File: config.mk
export PLATFORM = sky130hd
export DESIGN_NAME = uart_bridge
export DESIGN_NICKNAME = d
export VERILOG_FILES = /design/src/rtl/uart_bridge.sv
export SDC_FILE = /design/constraint.sdc
export NUM_CORES = 1
export LEC_CHECK = 0
export BUFFER_PORTS_ARGS = -buffer_cell sky130_fd_sc_hd__buf_2
export CAP_MARGIN = 20
export CORE_ASPECT_RATIO = 1.5
export CORE_UTILIZATION = 36
export DETAILED_ROUTE_END_ITERATION = 8
export PLACE_DENSITY = 0.72
export SLEW_MARGIN = 20
export SYNTH_ARGS = -nofsm -noshare
export SYNTH_HDL_FRONTEND = slang
export SYNTH_SLANG_ARGS = --single-unit
export TNS_END_PERCENT = 100
File: constraint.sdc
create_clock -name clk -period 1.75 [get_ports clk]
set_input_delay 0.175 -clock clk [delete_from_list [all_inputs] [get_ports clk]]
set_output_delay 0.175 -clock clk [all_outputs]
set_load 0.1 [all_outputs]
File: src/rtl/uart_bridge.sv
// CPU-to-UART chip bridge: maps a data and a status register onto the chip's
// active-low read/write strobes and shared 8-bit bus, with a 1-cycle ack.
module uart_bridge #(
    parameter logic [15:0] DATA_ADDR = 16'hBF00,
    parameter logic [15:0] STAT_ADDR = 16'hBF01
) (
    input  logic        clk,
    input  logic        rst,
    input  logic        req_i,
    input  logic        we_i,
    input  logic [15:0] addr_i,
    input  logic [15:0] wdata_i,
    output logic [15:0] rdata_o,
    output logic        ack_o,
    output logic        stall_o,
    output logic        uart_rdn,
    output logic        uart_wrn,
    input  logic [7:0]  uart_data_i,
    output logic [7:0]  uart_data_o,
    output logic        uart_data_oe,
    input  logic        data_ready,
    input  logic        tbre,
    input  logic        tsre
);

    typedef enum logic [2:0] {
        IDLE, RD0, RD1, WR0, WR1, WAIT_TBRE, WAIT_TSRE, ACK
    } state_t;

    typedef struct packed {
        logic       rdn;
        logic       wrn;
        logic       oe;
        logic [7:0] dout;
    } chip_t;

    state_t      state, nxt;
    chip_t       chip_q, chip_d;
    logic        rdata_ld;
    logic [15:0] rdata_d;
    logic        is_data, is_stat;
    logic        unused_wdata;

    assign is_data      = (addr_i == DATA_ADDR);
    assign is_stat      = (addr_i == STAT_ADDR);
    assign unused_wdata = ^wdata_i[15:8];

    always_ff @(posedge clk or negedge rst) begin
        if (!rst) state <= IDLE;
        else      state <= nxt;
    end

    always_comb begin
        nxt = state;
        case (state)
            IDLE: begin
                if (req_i && !ack_o) begin
                    if (is_data) nxt = we_i ? WR0 : RD0;
                    else         nxt = ACK;
                end
            end
            RD0:       nxt = RD1;
            RD1:       nxt = ACK;
            WR0:       nxt = WR1;
            WR1:       nxt = WAIT_TBRE;
            WAIT_TBRE: if (tbre) nxt = WAIT_TSRE;
            WAIT_TSRE: if (tsre) nxt = ACK;
            ACK:       nxt = IDLE;
            default:   nxt = IDLE;
        endcase
    end

    // Chip-side strobes are decoded from the next state and registered, so
    // they are glitch-free and line up exactly with the state they belong to.
    always_comb begin
        ack_o       = (state == ACK);
        stall_o     = req_i & ~ack_o;
        chip_d.rdn  = ~(nxt == RD0 || nxt == RD1);
        chip_d.wrn  = ~(nxt == WR0);
        chip_d.oe   = (nxt == WR0 || nxt == WR1);
        chip_d.dout = chip_q.dout;
        if (state == IDLE && nxt == WR0) chip_d.dout = wdata_i[7:0];
        rdata_ld = (nxt == ACK);
        rdata_d  = 16'h0000;
        if (state == IDLE && !we_i && is_stat)
            rdata_d = {14'b0, data_ready, tbre & tsre};
        else if (state == RD1)
            rdata_d = {8'h00, uart_data_i};
    end

    always_ff @(posedge clk or negedge rst) begin
        if (!rst) begin
            chip_q  <= '{rdn: 1'b1, wrn: 1'b1, oe: 1'b0, dout: 8'h00};
            rdata_o <= 16'h0000;
        end else begin
            chip_q <= chip_d;
            if (rdata_ld) rdata_o <= rdata_d;
        end
    end

    assign uart_rdn     = chip_q.rdn;
    assign uart_wrn     = chip_q.wrn;
    assign uart_data_oe = chip_q.oe;
    assign uart_data_o  = chip_q.dout;

endmodule
==> run summary <==
Status: finished, final reports clean
First-pass GRT wire length: 3505 um
CP Launch Type: flop
Die Ht: 68.77 um
Layout filler cell count: 265
Tot GR Track Use: 15.67%
Seq cells post-synth: 22
Crit end category: flop
Core area: 0.002734 sq mm
Hold/Removal Path Class: in2reg
Routed Antenna Nets: 0
Layout Nets: 202
Sequential cell area: 556.8 sq um
Placement Setup Slack: 45.49 ps
Vias/cell: 4.759
Overflow after GRT: 0
H-tree levels: 1
Crit path DAT: 1850 ps
Yosys top cell by area: dfrtp_1
Post-synth top cells: 20 x dfrtp_1, 9 x buf_4, 8 x mux2_2, 8 x nand2_1, 6 x a22o_1
Drt drc: 0
Port Buf Inserts: 59
Kind of critical path: reg2reg
Post-synth top area share: 46.78%
Root Driver: clkbuf_8
Starting Density: 39.13%
Mapped Area: 0.001070 sq mm
CP Max Fanout: 10
Routed vias: 909
Final setup vio count: 0
Inserted Diodes: 0
DRT Pass-1 Iters: 4
I/O pins: 76
Post-Syn Instances: 88
CTS tree: done
CTS sink count: 22
CTS Buffer Depth: 2
Max Clk Rate: 585.5 MHz
Launching point of the worst reg2reg path: state[1]$_DFF_PN0_
Share of post-route cells with drive strength above 1: 60.39%
Final WL: 2504 um
Mapped Avg Cell Area: 12.16 sq um
Sequential area share after synthesis: 51.70%
TritonCTS buffer count: 3
Worst Path Required: 1900 ps
Endpoints failing hold: 0
Setup WS post-layout: 41.96 ps
Async SR Flop Fraction: 100.0%
Final worst path period need: 1708 ps
DIE AREA: 0.003198 sq mm
Largest net degree at the start of global routing: 23
Min-delay src: uart_data_i[4]
Wire length per cell: 13.11 um
Synth area leaders: dfrtp_1 47%, mux2_2 8.4%, buf_4 6.3%
Multi-input gate area: 451.7 sq um
Area grow syn2layout: 38.83%
Top-count cell post-synth: dfrtp_1
Max cap viols: 0
EDFF count, synth: 0
Die X: 46.51 um
Clk_lat worst skew: 250 ps
Clock skew: 2.775 ps
Antenna violations before repair: 0
CTS clk-pin slew, worst paths: 80 ps
Slew Limit Fails: 0
Count of cell types in the netlist: 35
Crit share post-route: 97.60%
Dpl hpwl: 1937 um
Cell row count: 23
GPL Wtd Cong: 0.7825
Vias in the first global route: 867
Total negative slack: 0 ps
Crit path from: state[1]$_DFF_PN0_
Ys flop type: dfrtp_1
Initial drt markers: 6
Synthesis Warnings: 0
layer usage:
metal / part of all wire (%) / up-vias / GRT usage (%) / wire length [um]
met5: 0 / - / 0 / 0
met1: 38 / 427 / 16.31 / 954
met4: 2.0 / 0 / 9.926 / 50
met3: 5.2 / 4 / 1.042 / 131
li1: - / 434 / - / -
met2: 55 / 44 / 28.82 / 1368
metrics by stage:
| stage | cells | instance area, sq um | util [%] | hold slack [ps] |
|---|---|---|---|---|
| final | 191 | 1485 | 54.32 | 134.7 |
| after global routing | 191 | 1485 | 54.32 | 131.2 |
| after CTS | 191 | 1473 | 53.87 | 127.5 |
| after detailed placement | 186 | 1408 | 51.49 | 162.9 |
| after global placement | 186 | 1408 | 51.49 | 153.0 |
| after floorplan | 95 | 1096 | - | -120.6 |
worst max-delay path: stages (launching register included):
cell      delay, ps
dfrtp_2         470
o21ai_0         280
o221ai_2        170
nor2_2          190
nand3_4         160
mux2_2          310
placed cells by master (no fill, tap or decap), types with 2 or more instances in the layout:
master / count
conb_1: 8
o21ai_0: 5
clkbuf_8: 4
a22o_1: 6
inv_1: 2
buf_2: 57
dfrtp_2: 3
dfrtp_1: 17
dfstp_2: 2
buf_4: 6
mux2_2: 8
nand2_1: 8
registers in the layout (all words and copies together), names as in the netlist:
signal and flops:
rdata_o 8, uart_data_o 8, state 3, uart_data_oe 1
uart_rdn 1, uart_wrn 1
final timing paths:
| path | depth (start not counted) | slack [ps] | endpoint |
|---|---|---|---|
| worst min-delay path | 2 | 130 | rdata_o[4]$_DFFE_PN0N_ |
| worst max register to register | 5 | 40 | uart_data_o[4]$_DFFE_PN0P_ |
| max in group asynchronous | 2 | 980 | state[0]$_DFF_PN0_ |
| worst max-delay path | 5 | 40 | uart_data_o[4]$_DFFE_PN0P_ |
| worst min register to register | 2 | 490 | rdata_o[0]$_DFFE_PN0N_ |
| min in group asynchronous | 2 | 410 | uart_data_oe$_DFF_PN0_ |
cell type report:
| class | instances | share of cell area, % |
|---|---|---|
| repair buffers | 66 | 24.77 |
| flip-flops and latches | 22 | 37.49 |
| well taps | 37 | 3.117 |
| inverters | 2 | 0.5055 |
| clock buffers | 4 | 3.707 |
| multi-input cells | 60 | 30.41 |
cell families (layout without fill, tap and decap cells):
logic type | count (synthesis) | in the layout | synth area share (%)
buf+inv | 13 | 72 | 9.122
mux | 8 | 8 | 8.421
simple gates | 22 | 22 | 13.92
other cells | 1 | 8 | 0.3505
flops | 22 | 22 | 51.70
compound gates | 22 | 22 | 16.49
timing repair:
item / 4_1_cts / 5_1_grt
setup buffers: 0 / 0
hold endpoints to repair: 20 / 0
setup endpoints to repair: 0 / 9
hold buffers: 1 / 0
gates resized for setup: 0 / 5
Power is left out: the tool's default activity adds up to more than one toggle a clock period on the data nets, which glitch-free logic cannot reach.
